$ cat src/rtl/ntt_pkg.sv
// -----------------------------------------------------------------------------
// ntt_pkg
// Shared constants and types for the NTT datapath (modulus q = 3329).
//   Q       : modulus
//   MU      : floor(2^32 / Q), Barrett reciprocal
//   COEF_W  : coefficient width
//   PROD_W  : full product width
//   coef_t  : coefficient type
//   prod_t  : product type
//   cond_sub_q : one conditional subtraction of Q
// -----------------------------------------------------------------------------
package ntt_pkg;

   localparam int COEF_W = 16;
   localparam int PROD_W = 32;

   localparam logic [15:0] Q  = 16'd3329;
   localparam logic [31:0] MU = 32'h0013AFB7;

   typedef logic [COEF_W-1:0] coef_t;
   typedef logic [PROD_W-1:0] prod_t;

   // Subtract Q once if the value is not yet below Q.
   function automatic coef_t cond_sub_q(input coef_t r);
      coef_t res;
      if (r >= Q) begin
         res = r - Q;
      end else begin
         res = r;
      end
      return res;
   endfunction

endpackage

$ cat src/rtl/mod_mul_pipe_stage.sv
// -----------------------------------------------------------------------------
// mod_mul_pipe_stage
// One elastic pipeline register: payload plus valid bit with a collapsing
// ready chain.
//   clk, rst     : clock, synchronous active-high reset
//   adv_next_i   : downstream stage will advance (or out_ready for the last)
//   adv_o        : this stage loads on the next edge (!valid || adv_next_i)
//   ld_valid_i   : valid of the incoming payload
//   ld_data_i    : incoming payload
//   valid_o      : stage valid bit
//   data_o       : stage payload
// -----------------------------------------------------------------------------
module mod_mul_pipe_stage #(
   parameter int W = 8
) (
   input  logic         clk,
   input  logic         rst,
   input  logic         adv_next_i,
   output logic         adv_o,
   input  logic         ld_valid_i,
   input  logic [W-1:0] ld_data_i,
   output logic         valid_o,
   output logic [W-1:0] data_o
);

   logic         v_q;
   logic [W-1:0] data_q;

   // An empty stage can always take new data, which lets bubbles collapse.
   assign adv_o = !v_q || adv_next_i;

   // Stage register: load on advance, otherwise hold.
   always_ff @(posedge clk) begin
      if (rst) begin
         v_q    <= 1'b0;
         data_q <= '0;
      end else if (adv_o) begin
         v_q    <= ld_valid_i;
         data_q <= ld_data_i;
      end
   end

   assign valid_o = v_q;
   assign data_o  = data_q;

endmodule

$ cat src/rtl/mod_mul_pipe.sv
// -----------------------------------------------------------------------------
// mod_mul_pipe
// Three-stage pipelined modular multiplier, (a*b) mod 3329, Barrett reduction
// with full correction, valid/ready streaming on both sides.
//   S1: p  = a*b (32 bit)
//   S2: qe = (p*MU) >> 32, carry p
//   S3: r  = p - qe*Q, then up to two subtractions of Q
// Ports:
//   clk, rst              : clock, synchronous active-high reset
//   in_valid/in_ready     : input handshake (in_ready is combinational
//                           from out_ready through the stage chain)
//   in_a, in_b            : unsigned 16-bit operands
//   in_tag                : sideband, passed through unchanged
//   out_valid/out_ready   : output handshake
//   out_res               : residue in [0, Q)
//   out_tag               : tag paired with out_res
// Optional (macro MOD_MUL_RANGE_CHECK_EN):
//   out_err               : operand was >= Q for this result
//   err_seen              : sticky out-of-range flag, cleared by rst only
// -----------------------------------------------------------------------------
module mod_mul_pipe
   import ntt_pkg::*;
#(
   parameter int TAG_W = 8
) (
   input  logic             clk,
   input  logic             rst,
   input  logic             in_valid,
   output logic             in_ready,
   input  logic [15:0]      in_a,
   input  logic [15:0]      in_b,
   input  logic [TAG_W-1:0] in_tag,
   output logic             out_valid,
   input  logic             out_ready,
   output logic [15:0]      out_res,
   output logic [TAG_W-1:0] out_tag
`ifdef MOD_MUL_RANGE_CHECK_EN
   ,
   output logic             out_err,
   output logic             err_seen
`endif
);

`ifdef MOD_MUL_RANGE_CHECK_EN
   localparam int ERR_W = 1;
`else
   localparam int ERR_W = 0;
`endif

   localparam int S1_W = TAG_W + ERR_W + PROD_W;
   localparam int S2_W = TAG_W + ERR_W + 2 * PROD_W;
   localparam int S3_W = TAG_W + ERR_W + COEF_W;

   logic            adv1_s, adv2_s, adv3_s;
   logic            s1_v_s, s2_v_s, s3_v_s;
   logic [S1_W-1:0] s1_ld_s, s1_data_s;
   logic [S2_W-1:0] s2_ld_s, s2_data_s;
   logic [S3_W-1:0] s3_ld_s, s3_data_s;

   prod_t      p_s;
   prod_t      s1_p_s, s2_p_s, s2_qe_s, qe_s;
   coef_t      r0_s, r1_s, r2_s;
   logic [TAG_W-1:0] s1_tag_s, s2_tag_s;

   // ---------------- S1: exact product ----------------
   assign p_s = prod_t'(in_a) * prod_t'(in_b);

`ifdef MOD_MUL_RANGE_CHECK_EN
   logic in_err_s, s1_err_s, s2_err_s;
   assign in_err_s = (in_a >= Q) || (in_b >= Q);
   assign s1_ld_s  = {in_tag, in_err_s, p_s};
   assign s1_err_s = s1_data_s[PROD_W];
`else
   assign s1_ld_s  = {in_tag, p_s};
`endif
   assign s1_p_s   = s1_data_s[PROD_W-1:0];
   assign s1_tag_s = s1_data_s[S1_W-1 -: TAG_W];

   // ---------------- S2: Barrett quotient estimate ----------------
   // Upper half of the 64-bit product p*MU; may be short of the true
   // quotient by up to 2, which S3 corrects.
   assign qe_s = prod_t'((64'(s1_p_s) * 64'(MU)) >> 7'd32);

`ifdef MOD_MUL_RANGE_CHECK_EN
   assign s2_ld_s  = {s1_tag_s, s1_err_s, qe_s, s1_p_s};
   assign s2_err_s = s2_data_s[2*PROD_W];
`else
   assign s2_ld_s  = {s1_tag_s, qe_s, s1_p_s};
`endif
   assign s2_p_s   = s2_data_s[PROD_W-1:0];
   assign s2_qe_s  = s2_data_s[2*PROD_W-1:PROD_W];
   assign s2_tag_s = s2_data_s[S2_W-1 -: TAG_W];

   // ---------------- S3: remainder and correction ----------------
   // The remainder is below 3Q, so 16 bits hold it exactly.
   assign r0_s = coef_t'(s2_p_s - s2_qe_s * prod_t'(Q));
   assign r1_s = cond_sub_q(r0_s);
   assign r2_s = cond_sub_q(r1_s);

`ifdef MOD_MUL_RANGE_CHECK_EN
   assign s3_ld_s = {s2_tag_s, s2_err_s, r2_s};
`else
   assign s3_ld_s = {s2_tag_s, r2_s};
`endif

   // ---------------- Stage registers and ready chain ----------------
   mod_mul_pipe_stage #(.W(S1_W)) u_s1 (
      .clk(clk), .rst(rst), .adv_next_i(adv2_s), .adv_o(adv1_s),
      .ld_valid_i(in_valid), .ld_data_i(s1_ld_s),
      .valid_o(s1_v_s), .data_o(s1_data_s)
   );

   mod_mul_pipe_stage #(.W(S2_W)) u_s2 (
      .clk(clk), .rst(rst), .adv_next_i(adv3_s), .adv_o(adv2_s),
      .ld_valid_i(s1_v_s), .ld_data_i(s2_ld_s),
      .valid_o(s2_v_s), .data_o(s2_data_s)
   );

   mod_mul_pipe_stage #(.W(S3_W)) u_s3 (
      .clk(clk), .rst(rst), .adv_next_i(out_ready), .adv_o(adv3_s),
      .ld_valid_i(s2_v_s), .ld_data_i(s3_ld_s),
      .valid_o(s3_v_s), .data_o(s3_data_s)
   );

   assign in_ready  = adv1_s;
   assign out_valid = s3_v_s;
   assign out_res   = s3_data_s[COEF_W-1:0];
   assign out_tag   = s3_data_s[S3_W-1 -: TAG_W];

`ifdef MOD_MUL_RANGE_CHECK_EN
   logic err_seen_q;

   assign out_err  = s3_data_s[COEF_W];
   assign err_seen = err_seen_q;

   // Sticky flag, set when an out-of-range result enters the output stage.
   always_ff @(posedge clk) begin
      if (rst) begin
         err_seen_q <= 1'b0;
      end else if (adv3_s && s2_v_s && s2_err_s) begin
         err_seen_q <= 1'b1;
      end
   end
`endif

endmodule

$ cat config.mk
export PLATFORM = sky130hd
export DESIGN_NAME = mod_mul_pipe
export DESIGN_NICKNAME = d
export VERILOG_FILES = /design/src/rtl/ntt_pkg.sv /design/src/rtl/mod_mul_pipe_stage.sv /design/src/rtl/mod_mul_pipe.sv
export SDC_FILE = /design/constraint.sdc
export NUM_CORES = 2
export LEC_CHECK = 0
export BUFFER_PORTS_ARGS = -buffer_cell sky130_fd_sc_hd__buf_2
export CORE_ASPECT_RATIO = 0.9
export CORE_MARGIN = 2
export CORE_UTILIZATION = 60
export CTS_CLUSTER_SIZE = 8
export DETAILED_ROUTE_END_ITERATION = 8
export GPL_TIMING_DRIVEN = 0
export PLACE_DENSITY = 0.8
export SLEW_MARGIN = 25
export SYNTH_ARGS = -nofsm -noshare
export SYNTH_HDL_FRONTEND = slang
export SYNTH_SLANG_ARGS = --single-unit
$ cat constraint.sdc
create_clock -name clk -period 7.19 [get_ports clk]
set_input_delay 0.3595 -clock clk [delete_from_list [all_inputs] [get_ports clk]]
set_output_delay 0.3595 -clock clk [all_outputs]
set_load 0.005 [all_outputs]
==> parameters.txt <==
Parameter                              Value

Floorplanning
  Area of the die    between 0.04 and 0.05 sq mm
  Initial cell density of the core    between 60% and 70%
  Number of I/O pins    70
  Width of the die    roughly 220 microns
  Vertical die dimension    around 200 microns
  Row cnt    a little over 70
  Total core area    0.0429 sq mm

Worst setup path
  Slowest Stage Delay on Critical Path    0.66 ns
  Category of the most critical setup path    reg -> reg
  Data arrival time of the critical path    between 7 and 8 ns
  R2R Setup Slk    approximately 0.26 ns
  Category of the worst setup path launch point    register
  Endpoint class of the critical path    register
  Required time worst endpoint    roughly 7.4 ns
  Maximum fanout along the worst path    9
  Library cell appearing most often on the critical path    sky130_fd_sc_hd__inv_1
  Slowest cell on the critical path    sky130_fd_sc_hd__fa_2

Cells and area
  Share of post-route cells with drive strength above 1    under 10%
  Seq. cell area    roughly 0.0022 sq mm
  Area growth, synth to finish    6.05%
  # diodes    0
  Number of nets in the layout    3838
  Fillers    approximately 3500
  Finished Cell Area    ~0.028 sq mm
  Area occupied by multi-input gates    ~0.021 sq mm

Clock network
  Maximum buffer depth of the clock tree    2
  CTS tree    done
  Number of CTS-inserted buffers    9
  Number of clock sinks seen by CTS    around 110
  Worst-skew pair later-pin latency    ~0.36 ns
  Clock-pin slew of the registers on the worst-case setup and hold paths    0.08 ns
  H-Tree Depth    3
  Clk root buf    sky130_fd_sc_hd__clkbuf_16

Detailed routing
  Final ANT Viol Nets    0
  Post-detailed-route DRC marker count    0
  Total routed wirelength    ~64000 microns
  Via density    approximately 5.6
  Routed via count    ~20000
  Count of routing violations after the opening detailed-route iteration    1248
  Number of optimization iterations in the first detailed-route pass    5
  Average wire length per cell after detail routing    18.6 microns

Yosys
  Sequential cell area fraction in the yosys report    a little over 8%
  Share of synthesized registers carrying an async set or reset    0%
  Cell area after technology mapping    between 0.02 and 0.03 sq mm
  YS warnings    0
  Fraction of synthesized cell area taken by the top area cell type    about two fifths
  Largest area contributor in the netlist    sky130_fd_sc_hd__fa_1
  Cell types with the highest counts after synthesis    sky130_fd_sc_hd__inv_1, sky130_fd_sc_hd__fa_1, sky130_fd_sc_hd__ha_1
  Leading cell type by number of instances after synthesis    sky130_fd_sc_hd__inv_1
  Mapped Nets    around 3800
  Synthesis-stage register bit count    between 100 and 150
  Number of library cell types mapped by synthesis    between 70 and 80
  Synthesized area divided by synthesized cell count    ~9.3 sq um
  Dominant register cell in the synthesized netlist    sky130_fd_sc_hd__dfxtp_1
  Leading post-synthesis cells by cell area    sky130_fd_sc_hd__fa_1, sky130_fd_sc_hd__ha_1, sky130_fd_sc_hd__inv_1, sky130_fd_sc_hd__dfxtp_1, sky130_fd_sc_hd__nand2_1
  Cell count after synthesis    between 2000 and 3000
  Number of synthesized flops with an enable pin    0

STA
  Number of setup violations in the final report    0
  Post-route setup TNS    0 ns
  Max-slew violations    0
  PnR worst setup slack    approximately 0.26 ns
  Clock Skews    approximately 0.018 ns
  Slew of the pin with the lowest slew margin    between 0.7 and 0.8 ns
  Final-report hold violation count    0
  Crit share post-route    about 96%
  Fmax achieved    ~0.14 GHz
  Relative slew margins    about 48%
  Final critical path time including I/O delays and setup    a little under 7 ns

Placed design
  Port Buffers    around 70
  HPWL after DPL    56200 microns
  DP Area    0.0271 sq mm
  Pre-CTS WS    -0.639 ns
  Placer Congestion    roughly 0.97

Global route
  Vias in the first global route    about 21000
  Wire length of the first global-routing pass    between 100000 and 150000 microns
  Number of antenna violations at the first check in global routing    0
  Aggregate global-route resource usage    between 30% and 40%
  Maximum number of pins on one net before global-route repair    19
  Leftover overflow at the end of global routing    0

Min path
  Hold/Removal Path Class    in -> reg

Flow run
  Max-cap check violation count    0

Status
  Outcome    complete, no violations
[kinds of logic after synthesis]
logic type / share of synthesized area, %
flops: 8.23
buf+inv: 11.3
compound gates: 8.30
mux: 0.207
simple gates: 10.6
xor+xnor: 3.03
fa+ha+maj: 58.3
[sequential cells by signal, indices dropped and copies added (netlist names)]
name,flops
u_s1.data_o,40
u_s2.data_o,40
u_s3.data_o,24
u_s1.valid_o,1
u_s2.valid_o,1
u_s3.valid_o,1
[worst max-delay path, delay by kind of cell (launching register included)]
family / cells / cell delay (ns)
AND/OR/NAND/NOR: 4 / 0.49
adder cells (fa/ha/maj): 8 / 3.65
AO/OA/AOI/OAI: 9 / 1.90
buffers and inverters: 6 / 0.32
flip-flops: 1 / 0.43
[per-stage QoR]
step / hold WS [ns] / util, % / cells
floorplan: 0.432 / - / 2815
global placement: 0.440 / 63.2 / 3439
detailed placement: 0.443 / 63.2 / 3439
CTS: 0.240 / 63.9 / 3453
global route: 0.237 / 64.4 / 3455
finish: 0.240 / 64.4 / 3455
[metal layers]
| layer | track usage (%) | up-vias | wire length, microns |
|---|---|---|---|
| met5 | 0 | - | 0 |
| met4 | 8.83 | 0 | 2200 |
| met3 | 5.49 | 157 | 4540 |
| met2 | 51.1 | 700 | 31400 |
| met1 | 39.5 | 9846 | 26200 |
| li1 | - | 8802 | - |
[worst paths after layout]
check,startpoint,end,cells after the start
max reg2reg,u_s1.data_o[7],u_s2.data_o[46],27
min,in_tag[6],u_s1.data_o[38],3
min reg2reg,u_s1.data_o[38],u_s1.data_o[38],2
max,u_s1.data_o[7],u_s2.data_o[46],27
[placed cells by master, fill, tap and decap left out, types with 14 or more instances in the layout]
master and count:
sky130_fd_sc_hd__nand2_1 343, sky130_fd_sc_hd__a21o_1 24, sky130_fd_sc_hd__o21a_1 14, sky130_fd_sc_hd__fa_1 522, sky130_fd_sc_hd__inv_1 705, sky130_fd_sc_hd__nor2_1 66
sky130_fd_sc_hd__xor2_1 21, sky130_fd_sc_hd__a211oi_1 21, sky130_fd_sc_hd__nor3_1 15, sky130_fd_sc_hd__dfxtp_1 82, sky130_fd_sc_hd__ha_1 371, sky130_fd_sc_hd__o21ai_0 38
sky130_fd_sc_hd__buf_2 74, sky130_fd_sc_hd__nand3_1 15, sky130_fd_sc_hd__xnor2_1 66, sky130_fd_sc_hd__a21oi_1 121, sky130_fd_sc_hd__clkbuf_1 48, sky130_fd_sc_hd__and2_1 98
[layout make-up]
cell class	count	area share, %
Buffer	69	1.04
Clock buffer	9	0.816
Clock inverter	6	0.177
Inverter	707	9.61
Multi-Input combinational cell	1925	76.4
Sequential cell	107	7.98
Tap cell	555	2.51
Timing Repair Buffer	77	1.47
[timing repair]
item | CTS | global route
endpoints found under the hold margin | 0 | 0
pin swaps | 1 | 9
resized for setup | 24 | 69
buffers inserted | 0 | 8
hold buffers | 0 | 0
setup endpoints to repair | 23 | 31
Power is not shown: default switching activity piles up to over one toggle a cycle in this logic, so the estimate is an artifact.
